===== src/rtl/acia_6850.sv =====
// acia_6850: Motorola 6850 ACIA (88-2SIO style) with an 8N1 UART, 16x rx oversampling and an active-high IRQ
// Ports: clk; reset (async, active high); addr/data_in/rd/we CPU bus (rd/we pre-qualified, edge-detected here);
// data_out registered read data; rx serial in (async, idle high); tx serial out (idle high); irq interrupt request.
// Build option ACIA_RX_FIFO_EN: adds a 4-entry rx FIFO behind the data register; otherwise a single holding register.
module acia_6850 #(
  parameter int CLK_HZ = 25000000,
  parameter int BAUD   = 115200
) (
  input  logic       clk,
  input  logic       reset,
  input  logic       addr,
  input  logic [7:0] data_in,
  input  logic       rd,
  input  logic       we,
  output logic [7:0] data_out,
  input  logic       rx,
  output logic       tx,
  output logic       irq
);
  localparam int DIV_R = (CLK_HZ + 8 * BAUD) / (16 * BAUD);
  localparam int DIV = DIV_R < 1 ? 1 : DIV_R;
  localparam int PW = DIV > 1 ? $clog2(DIV) : 1;
  localparam logic [PW-1:0] PMAX = PW'(DIV - 1);
  typedef enum logic [1:0] {IDLE, START, DATA, STOP} state_t;
  logic rd_q, we_q;
  logic [1:0] sync_q;
  logic [7:0] ctl_q, ctl_d, dout_q, dout_d, tdr_q, tdr_d;
  logic tdre_q, tdre_d, fe_q, fe_d, ovrn_q, ovrn_d;
  state_t tx_state_q, tx_state_d, rx_state_q, rx_state_d;
  logic [7:0] tx_shift_q, tx_shift_d, rx_shift_q, rx_shift_d;
  logic [2:0] tx_bit_q, tx_bit_d, rx_bit_q, rx_bit_d;
  logic [3:0] tx_tick_q, tx_tick_d, rx_tick_q, rx_tick_d;
  logic [PW-1:0] tx_pre_q, tx_pre_d, rx_pre_q, rx_pre_d;
  logic rd_rise, we_rise, mr, tie, rie, rx_rd, rdrf;
  logic tx_tk, tx_end, tx_take, rx_tk, rx_smp, frame_done;
  logic [7:0] rx_head, status;
`ifdef ACIA_RX_FIFO_EN
  logic [7:0] mem_q [4];
  logic [7:0] mem_d [4];
  logic [1:0] wp_q, wp_d, rp_q, rp_d;
  logic [2:0] cnt_q, cnt_d;
  logic push, pop;
  assign rdrf = cnt_q != 3'd0;
  assign rx_head = mem_q[rp_q];
`else
  logic [7:0] rdr_q, rdr_d;
  logic rdrf_q, rdrf_d;
  assign rdrf = rdrf_q;
  assign rx_head = rdr_q;
`endif
  assign rd_rise = rd & ~rd_q;
  assign we_rise = we & ~we_q;
  assign rx_rd = rd_rise & addr;
  assign mr = ctl_q[1:0] == 2'b11;
  assign tie = ctl_q[6:5] == 2'b01;
  assign rie = ctl_q[7];
  assign irq = ~mr & ((rie & (rdrf | ovrn_q)) | (tie & tdre_q));
  assign status = {irq, 1'b0, ovrn_q, fe_q, 2'b00, tdre_q, rdrf};
  assign data_out = dout_q;
  // Master reset overrides the line immediately; the FSM itself idles one clk later.
  assign tx = mr || tx_state_q == IDLE || tx_state_q == STOP || (tx_state_q == DATA && tx_shift_q[0]);
  assign tx_tk = tx_pre_q == PMAX;
  assign rx_tk = rx_pre_q == PMAX;
  assign tx_end = tx_tk && tx_tick_q == 4'hf;
  assign rx_smp = rx_tk && rx_tick_q == 4'd7;
  always_comb begin
    tx_state_d = tx_state_q;
    tx_shift_d = tx_shift_q;
    tx_bit_d = tx_bit_q;
    tx_tick_d = tx_tk ? tx_tick_q + 4'd1 : tx_tick_q;
    tx_pre_d = tx_tk ? '0 : tx_pre_q + 1'b1;
    tx_take = 1'b0;
    case (tx_state_q)
      IDLE: tx_take = ~tdre_q;
      START: if (tx_end) tx_state_d = DATA;
      DATA: if (tx_end) begin
        tx_shift_d = tx_shift_q >> 1;
        tx_bit_d = tx_bit_q + 3'd1;
        if (tx_bit_q == 3'd7) tx_state_d = STOP;
      end
      STOP: if (tx_end) begin
        tx_state_d = IDLE;
        tx_take = ~tdre_q;
      end
    endcase
    // Taking the next byte straight from STOP keeps back-to-back frames gapless.
    if (mr) begin
      tx_state_d = IDLE;
      tx_take = 1'b0;
    end else if (tx_take) begin
      tx_state_d = START;
      tx_shift_d = tdr_q;
      tx_bit_d = '0;
      tx_tick_d = '0;
      tx_pre_d = '0;
    end
  end
  always_comb begin
    rx_state_d = rx_state_q;
    rx_shift_d = rx_shift_q;
    rx_bit_d = rx_bit_q;
    rx_tick_d = rx_tk ? rx_tick_q + 4'd1 : rx_tick_q;
    rx_pre_d = rx_tk ? '0 : rx_pre_q + 1'b1;
    frame_done = 1'b0;
    // Sampling always happens at tick count 7; the 4-bit counter wraps so later samples land mid-bit.
    case (rx_state_q)
      IDLE: if (!sync_q[1]) begin
        rx_state_d = START;
        rx_tick_d = '0;
        rx_pre_d = '0;
      end
      START: if (rx_smp) begin
        rx_state_d = sync_q[1] ? IDLE : DATA;
        rx_bit_d = '0;
      end
      DATA: if (rx_smp) begin
        rx_shift_d = {sync_q[1], rx_shift_q[7:1]};
        rx_bit_d = rx_bit_q + 3'd1;
        if (rx_bit_q == 3'd7) rx_state_d = STOP;
      end
      STOP: if (rx_smp) begin
        rx_state_d = IDLE;
        frame_done = 1'b1;
      end
    endcase
    if (mr) begin
      rx_state_d = IDLE;
      frame_done = 1'b0;
    end
  end
  always_comb begin
    ctl_d = ctl_q;
    dout_d = rd_rise ? (addr ? rx_head : status) : dout_q;
    tdr_d = tdr_q;
    tdre_d = tdre_q | tx_take;
    fe_d = frame_done ? ~sync_q[1] : fe_q;
    ovrn_d = ovrn_q & ~rx_rd;
    if (we_rise && !addr) begin
      ctl_d = data_in;
      if (mr && data_in[1:0] != 2'b11) tdre_d = 1'b1;
    end
    if (we_rise && addr && !mr) begin
      tdr_d = data_in;
      tdre_d = 1'b0;
    end
`ifdef ACIA_RX_FIFO_EN
    mem_d = mem_q;
    pop = rx_rd && cnt_q != 3'd0;
    push = frame_done && (cnt_q != 3'd4 || pop);
    if (frame_done && !push) ovrn_d = 1'b1;
    if (push) mem_d[wp_q] = rx_shift_q;
    wp_d = push ? wp_q + 2'd1 : wp_q;
    rp_d = pop ? rp_q + 2'd1 : rp_q;
    cnt_d = cnt_q + {2'b00, push} - {2'b00, pop};
`else
    rdr_d = rdr_q;
    // A read in the same cycle frees the register before the new byte lands.
    rdrf_d = rdrf_q & ~rx_rd;
    if (frame_done) begin
      if (rdrf_d) ovrn_d = 1'b1;
      else begin
        rdr_d = rx_shift_q;
        rdrf_d = 1'b1;
      end
    end
`endif
    if (ctl_d[1:0] == 2'b11) begin
      tdre_d = 1'b0;
      fe_d = 1'b0;
      ovrn_d = 1'b0;
`ifdef ACIA_RX_FIFO_EN
      wp_d = '0;
      rp_d = '0;
      cnt_d = '0;
`else
      rdrf_d = 1'b0;
`endif
    end
  end
  always_ff @(posedge clk or posedge reset) begin
    if (reset) begin
      rd_q <= 1'b0;
      we_q <= 1'b0;
      sync_q <= 2'b11;
      ctl_q <= 8'h03;
      dout_q <= '0;
      tdr_q <= '0;
      tdre_q <= 1'b0;
      fe_q <= 1'b0;
      ovrn_q <= 1'b0;
      tx_state_q <= IDLE;
      tx_shift_q <= '0;
      tx_bit_q <= '0;
      tx_tick_q <= '0;
      tx_pre_q <= '0;
      rx_state_q <= IDLE;
      rx_shift_q <= '0;
      rx_bit_q <= '0;
      rx_tick_q <= '0;
      rx_pre_q <= '0;
`ifdef ACIA_RX_FIFO_EN
      mem_q <= '{default: '0};
      wp_q <= '0;
      rp_q <= '0;
      cnt_q <= '0;
`else
      rdr_q <= '0;
      rdrf_q <= 1'b0;
`endif
    end else begin
      rd_q <= rd;
      we_q <= we;
      sync_q <= {sync_q[0], rx};
      ctl_q <= ctl_d;
      dout_q <= dout_d;
      tdr_q <= tdr_d;
      tdre_q <= tdre_d;
      fe_q <= fe_d;
      ovrn_q <= ovrn_d;
      tx_state_q <= tx_state_d;
      tx_shift_q <= tx_shift_d;
      tx_bit_q <= tx_bit_d;
      tx_tick_q <= tx_tick_d;
      tx_pre_q <= tx_pre_d;
      rx_state_q <= rx_state_d;
      rx_shift_q <= rx_shift_d;
      rx_bit_q <= rx_bit_d;
      rx_tick_q <= rx_tick_d;
      rx_pre_q <= rx_pre_d;
`ifdef ACIA_RX_FIFO_EN
      mem_q <= mem_d;
      wp_q <= wp_d;
      rp_q <= rp_d;
      cnt_q <= cnt_d;
`else
      rdr_q <= rdr_d;
      rdrf_q <= rdrf_d;
`endif
    end
  end
endmodule

===== config.mk =====
export PLATFORM = sky130hd
export DESIGN_NAME = acia_6850
export DESIGN_NICKNAME = d
export VERILOG_FILES = /design/src/rtl/acia_6850.sv
export SDC_FILE = /design/constraint.sdc
export NUM_CORES = 1
export LEC_CHECK = 0
export ABC_AREA = 1
export BUFFER_PORTS_ARGS = -buffer_cell sky130_fd_sc_hd__buf_2
export CORE_UTILIZATION = 30
export DETAILED_ROUTE_END_ITERATION = 12
export MAX_ROUTING_LAYER = met4
export SETUP_SLACK_MARGIN = 0.5
export SYNTH_ARGS = -nofsm -noshare
export SYNTH_HDL_FRONTEND = slang
export SYNTH_SLANG_ARGS = --single-unit

===== constraint.sdc =====
create_clock -name clk -period 3.2 [get_ports clk]
set_input_delay 0.64 -clock clk [delete_from_list [all_inputs] [get_ports clk]]
set_output_delay 0.64 -clock clk [all_outputs]
set_load 0.05 [all_outputs]

* Word level (Yosys, flattened, before mapping)
Cells that the tools add are included.
** Word-level totals
- Bits in registers :: 82
- Input port bits :: 14
- Output and inout port bits :: 10
- Word-level logic and storage cells :: 152
** Cells by class
- Add/subtract/negate cells :: 6
- Eq/ne operators :: 27
- Mux-type cells :: 57
- Bitwise operators :: 18
- Reductions and logical operators :: 22
** Operators with widths (count)
- $mux W4 :: 12
- $mux W8 :: 5
- $mux W2 :: 14
- $mux W3 :: 6
- $add A4 B1 Y4 const B :: 4
- $mux W1 :: 16
- $ne A3 B3 Y1 const B :: 5
- $eq A2 B2 Y1 const B :: 6
- $eq A4 B4 Y1 const B :: 3
- $reduce_and A5 Y1 :: 2
- $and A1 B1 Y1 :: 8
- $ne A4 B3 Y1 const B :: 2
- $pmux W2 S4 :: 1
- $logic_and A1 B1 Y1 :: 7
- $not A1 Y1 :: 7
- $add A3 B1 Y3 const B :: 2
- $eq A2 B1 Y1 const B :: 3
- $eq A3 B3 Y1 const B :: 2
- $ne A2 B2 Y1 const B :: 3
- $pmux W2 S3 :: 1
- $pmux W3 S2 :: 1
- $reduce_bool A5 Y1 :: 1
- $eq A4 B3 Y1 const B :: 1
- $logic_not A2 Y1 :: 2
- 9 further kinds :: 16

* Logic depth before layout (Yosys ltp)
- Depth in word-level cells :: 10
- Depth in mapped cells :: 10
- Depth with buffers taken out :: 10

* Worst setup path after synthesis
Ideal clock, no wire load.
- Path kind :: reg-to-output
- Start point :: register ctl_q[0]
- End point :: output irq
- Arrival :: 1.305 ns
- Data required time :: 2.560 ns
- Slack :: 1.255 ns
- Cell stages (with the launch flop) :: 4
- Buffers on the path :: 0
- Path through :: dfstp_2 > nand2_1 > inv_1 > a21oi_1
** Between the ends
- Cells in the longest elaborated chain, start to end :: 3
** RTL lines
- start, declared :: RTL line 27 : logic [7:0] ctl_q, ctl_d, dout_q, dout_d, tdr_q, tdr_d;
- start signal, assigned :: RTL line 214 : ctl_q <= ctl_d;
- $eq A2 B2 Y1 :: RTL line 54 : assign mr = ctl_q[1:0] == 2'b11;
- $not A1 Y1 :: RTL line 57 : assign irq = ~mr & ((rie & (rdrf | ovrn_q)) | (tie & tdre_q));
- $and A1 B1 Y1 :: RTL line 57
- end, declared :: RTL line 18 : output logic irq
Every way passes these cells.

* Final worst setup path
- Start point :: register ctl_q[0]
- End point :: output tx
** Between the ends
- Cells in the longest elaborated chain, start to end :: 4
** RTL lines
- $eq A2 B2 Y1 :: RTL line 54
- $logic_or A1 B1 Y1 (3 in a row) :: RTL line 61 : assign tx = mr || tx_state_q == IDLE || tx_state_q == STOP || (tx_state_q == DATA && tx_shift_q[0]);
- end, declared :: RTL line 17 : output logic tx,
Every way passes these cells.

==> metrics.yaml <==
sta:
  fin_ws_ns: 0.878
  tns_ns: 0
  fin_crit_ns: 2.32
  relSlewSlack_pct: 64.5
  max_freq_mhz: 431
  fin_crit_sh_pct: 72.6
  rsz0062_at_grt: "false"
  finalHoldViolations: 0
  setup_viol_count_final: 0
  worst_pin_slew_ns: 0.531
  final_max_slew_viol_count: 0
  hold_ws_ns: 0.278
  finClkSkew_ns: 0.00965
logic_synthesis:
  seq_area_frac_synth_pct: 53.6
  synth_top_area_cell: "dfrtp_1"
  ys_seq_elements: 79
  syn_nets: 443
  syn_area_per_cell_sq_um: 8.86
  synth_top_area_share_pct: 50.8
  synth-edff-count: 0
  synth_cell_types: 35
  synth_most_common_cell: "nand2_1"
  synth_area_sq_um: 3690
  yosys_warnings: 0
  synth_ff_type: "dfrtp_1"
  syn_inst: 417
  synth.top_cells.by_count: "110 x nand2_1, 75 x dfrtp_1, 59 x inv_1, 32 x o21ai_0, 24 x nand3_1"
  synth.area.top_cells: "dfrtp_1 51%, nand2_1 11%, inv_1 6.0%"
  postSynth.asyncResetShare_pct: 100
route:
  postRouteAntennaNets: 0
  dr.first_iter.drc_count: 180
  drc: 0
  vias: 2692
  wl_per_cell_um: 11.7
  dr.pass1.iters: 5
  drt-total-wl_mm: 6.95
  detail_route.vias_per_cell: 4.52
critical_path:
  critPathKind: "register to output pin"
  r2r_start: "tx_state_q[0]"
  worst_setup_path_start_kind: "register"
  reg2reg_to: "tx_bit_q[0]"
  critPathCaptureType: "output pin"
  cp.arrival_ns: 1.68
  crit_required_ns: 2.56
  r2r_slack_ns: 1.21
  rr_worst_depth: 7
  crit_fanout: 11
global_route:
  grt-ovfl-total: 0
  grt_use_total_pct: 12.6
  grt_antenna_before_repair: 0
  grt_pass1_wl_mm: 12.3
  grt_pass1_vias: 2614
  grt_max_degree: 31
place:
  place_ws_ns: 1.17
  numPortBuffers: 23
  gp_congestion: 0.757
  dp_hpwl_mm: 4.93
cts:
  cts-buffers-inserted: 9
  path_clk_slew_ns: 0.06
  clk_latency_ns: 0.34
  clock_path_buffers: 2
  cts.sinks: 79
  cts-root-buf: "clkbuf_16"
  cts_tree: "done"
  htreeDepth: 3
  cts_hold_buf: 0
  post_cts_buffers: 0
  cts_resized: 0
finish:
  num-nets-final: 470
  area_growth_pct: 16.6
  n_antenna_cell: 0
  drive_gt1_share_pct: 15.8
  n_fill_cell: 1241
floorplan:
  ioPinCount: 24
  dieArea_sq_um: 12800
  fp.dieH_um: 113
  die_w_um: 113
  fp.coreArea_sq_um: 12000
  start_util_pct: 30.8
  row_count: 40
power_and_ir_drop:
  p_leak_nw: 2.22
  powerDensity_nw_per_um2: 779
  ir_drop_mv: 0.335
  total_power_w: 0.00335
worst_hold_path:
  hold_path_class: "input pin to async pin"
job:
  max_cap_violations: 0
run_status:
  status: "completed"
-- registers in the layout (all words and copies together) (netlist names), 2 cells and up --
register,count
tx_tick_q,4
sync_q,2
tx_pre_q,4
tx_shift_q,8
rx_shift_q,8
ctl_q,5
rdr_q,8
rx_tick_q,4
tx_state_q,2
tx_bit_q,3
data_out,8
rx_pre_q,4
rx_bit_q,3
tdr_q,8
rx_state_q,2
-- metrics by stage --
stage          area [sq um]  utilization [%]  std cells
6_report               4310             35.9        596
2_1_floorplan          3690                -        417
4_1_cts                4310             35.9        596
3_3_place_gp           3970             33.0        580
5_1_grt                4310             35.9        596
3_5_place_dp           3970             33.0        580
-- how the worst max path moves through the flow --
stage | from | to | slack (ns) | cells past startpoint
floorplan | reset | ctl_q[5] | 0.54 | 1
global placement | we | tdr_q[4] | 1.19 | 5
detailed placement | we | fe_q | 1.17 | 8
CTS | ctl_q[1] | tx | 0.84 | 5
global route | ctl_q[0] | irq | 0.72 | 4
finish | ctl_q[0] | tx | 0.88 | 5
-- final cells by class --
type                    count  area, sq um  area share (%)
clock buffers              13          250            5.81
inverters                  61          230            5.35
well taps                 147          184            4.27
flip-flops and latches     79         1980            46.0
repair buffers             26          138            3.20
multi-input cells         267         1430            33.3
clock inverters             3         90.1            2.09
-- layer usage --
metal	track usage, %	share of wire [%]	up-vias
met2	19.6	48	32
met5	-	0	-
met1	15.9	48	1279
met4	3.51	0.76	0
li1	-	-	1375
met3	3.70	3.7	6
-- logic make-up (layout without fill, tap and decap cells) --
family	count (synthesis)	count (layout)	synth area share, %
simple gates	178	178	21.5
flops	79	79	53.6
buf+inv	71	103	7.59
compound gates	69	69	11.0
fa+ha+maj	12	12	4.06
xor+xnor	4	4	0.948
mux	4	4	1.19
-- where the power goes --
| group | switching, W | internal (W) |
|---|---|---|
| Sequential | 0.000136 | 0.00119 |
| Clock | 0.000383 | 0.000784 |
| Combinational | 0.000541 | 0.000315 |
-- cell usage in the layout (no fill, tap or decap), types with 4 or more instances in the layout --
cell type | synthesis | routed
ha_1 | 12 | 12
a21oi_1 | 14 | 14
nor2_1 | 22 | 22
dfstp_2 | 4 | 4
o21ai_0 | 32 | 32
buf_2 | 5 | 23
inv_1 | 59 | 58
or2_2 | 4 | 4
dfrtp_1 | 75 | 75
clkbuf_16 | 0 | 9
o21ai_2 | 7 | 7
nand2_1 | 110 | 110
nand3_1 | 24 | 24
nand4_1 | 4 | 4
o21a_1 | 8 | 8
-- critical path: stages (launching register included) --
cell,delay [ns]
dfstp_2,0.52
nand2_1,0.22
nand2_1,0.18
a21oi_1,0.06
nand2_1,0.10
buf_2,0.27
Note: power is estimated with default switching activity, not from simulation.
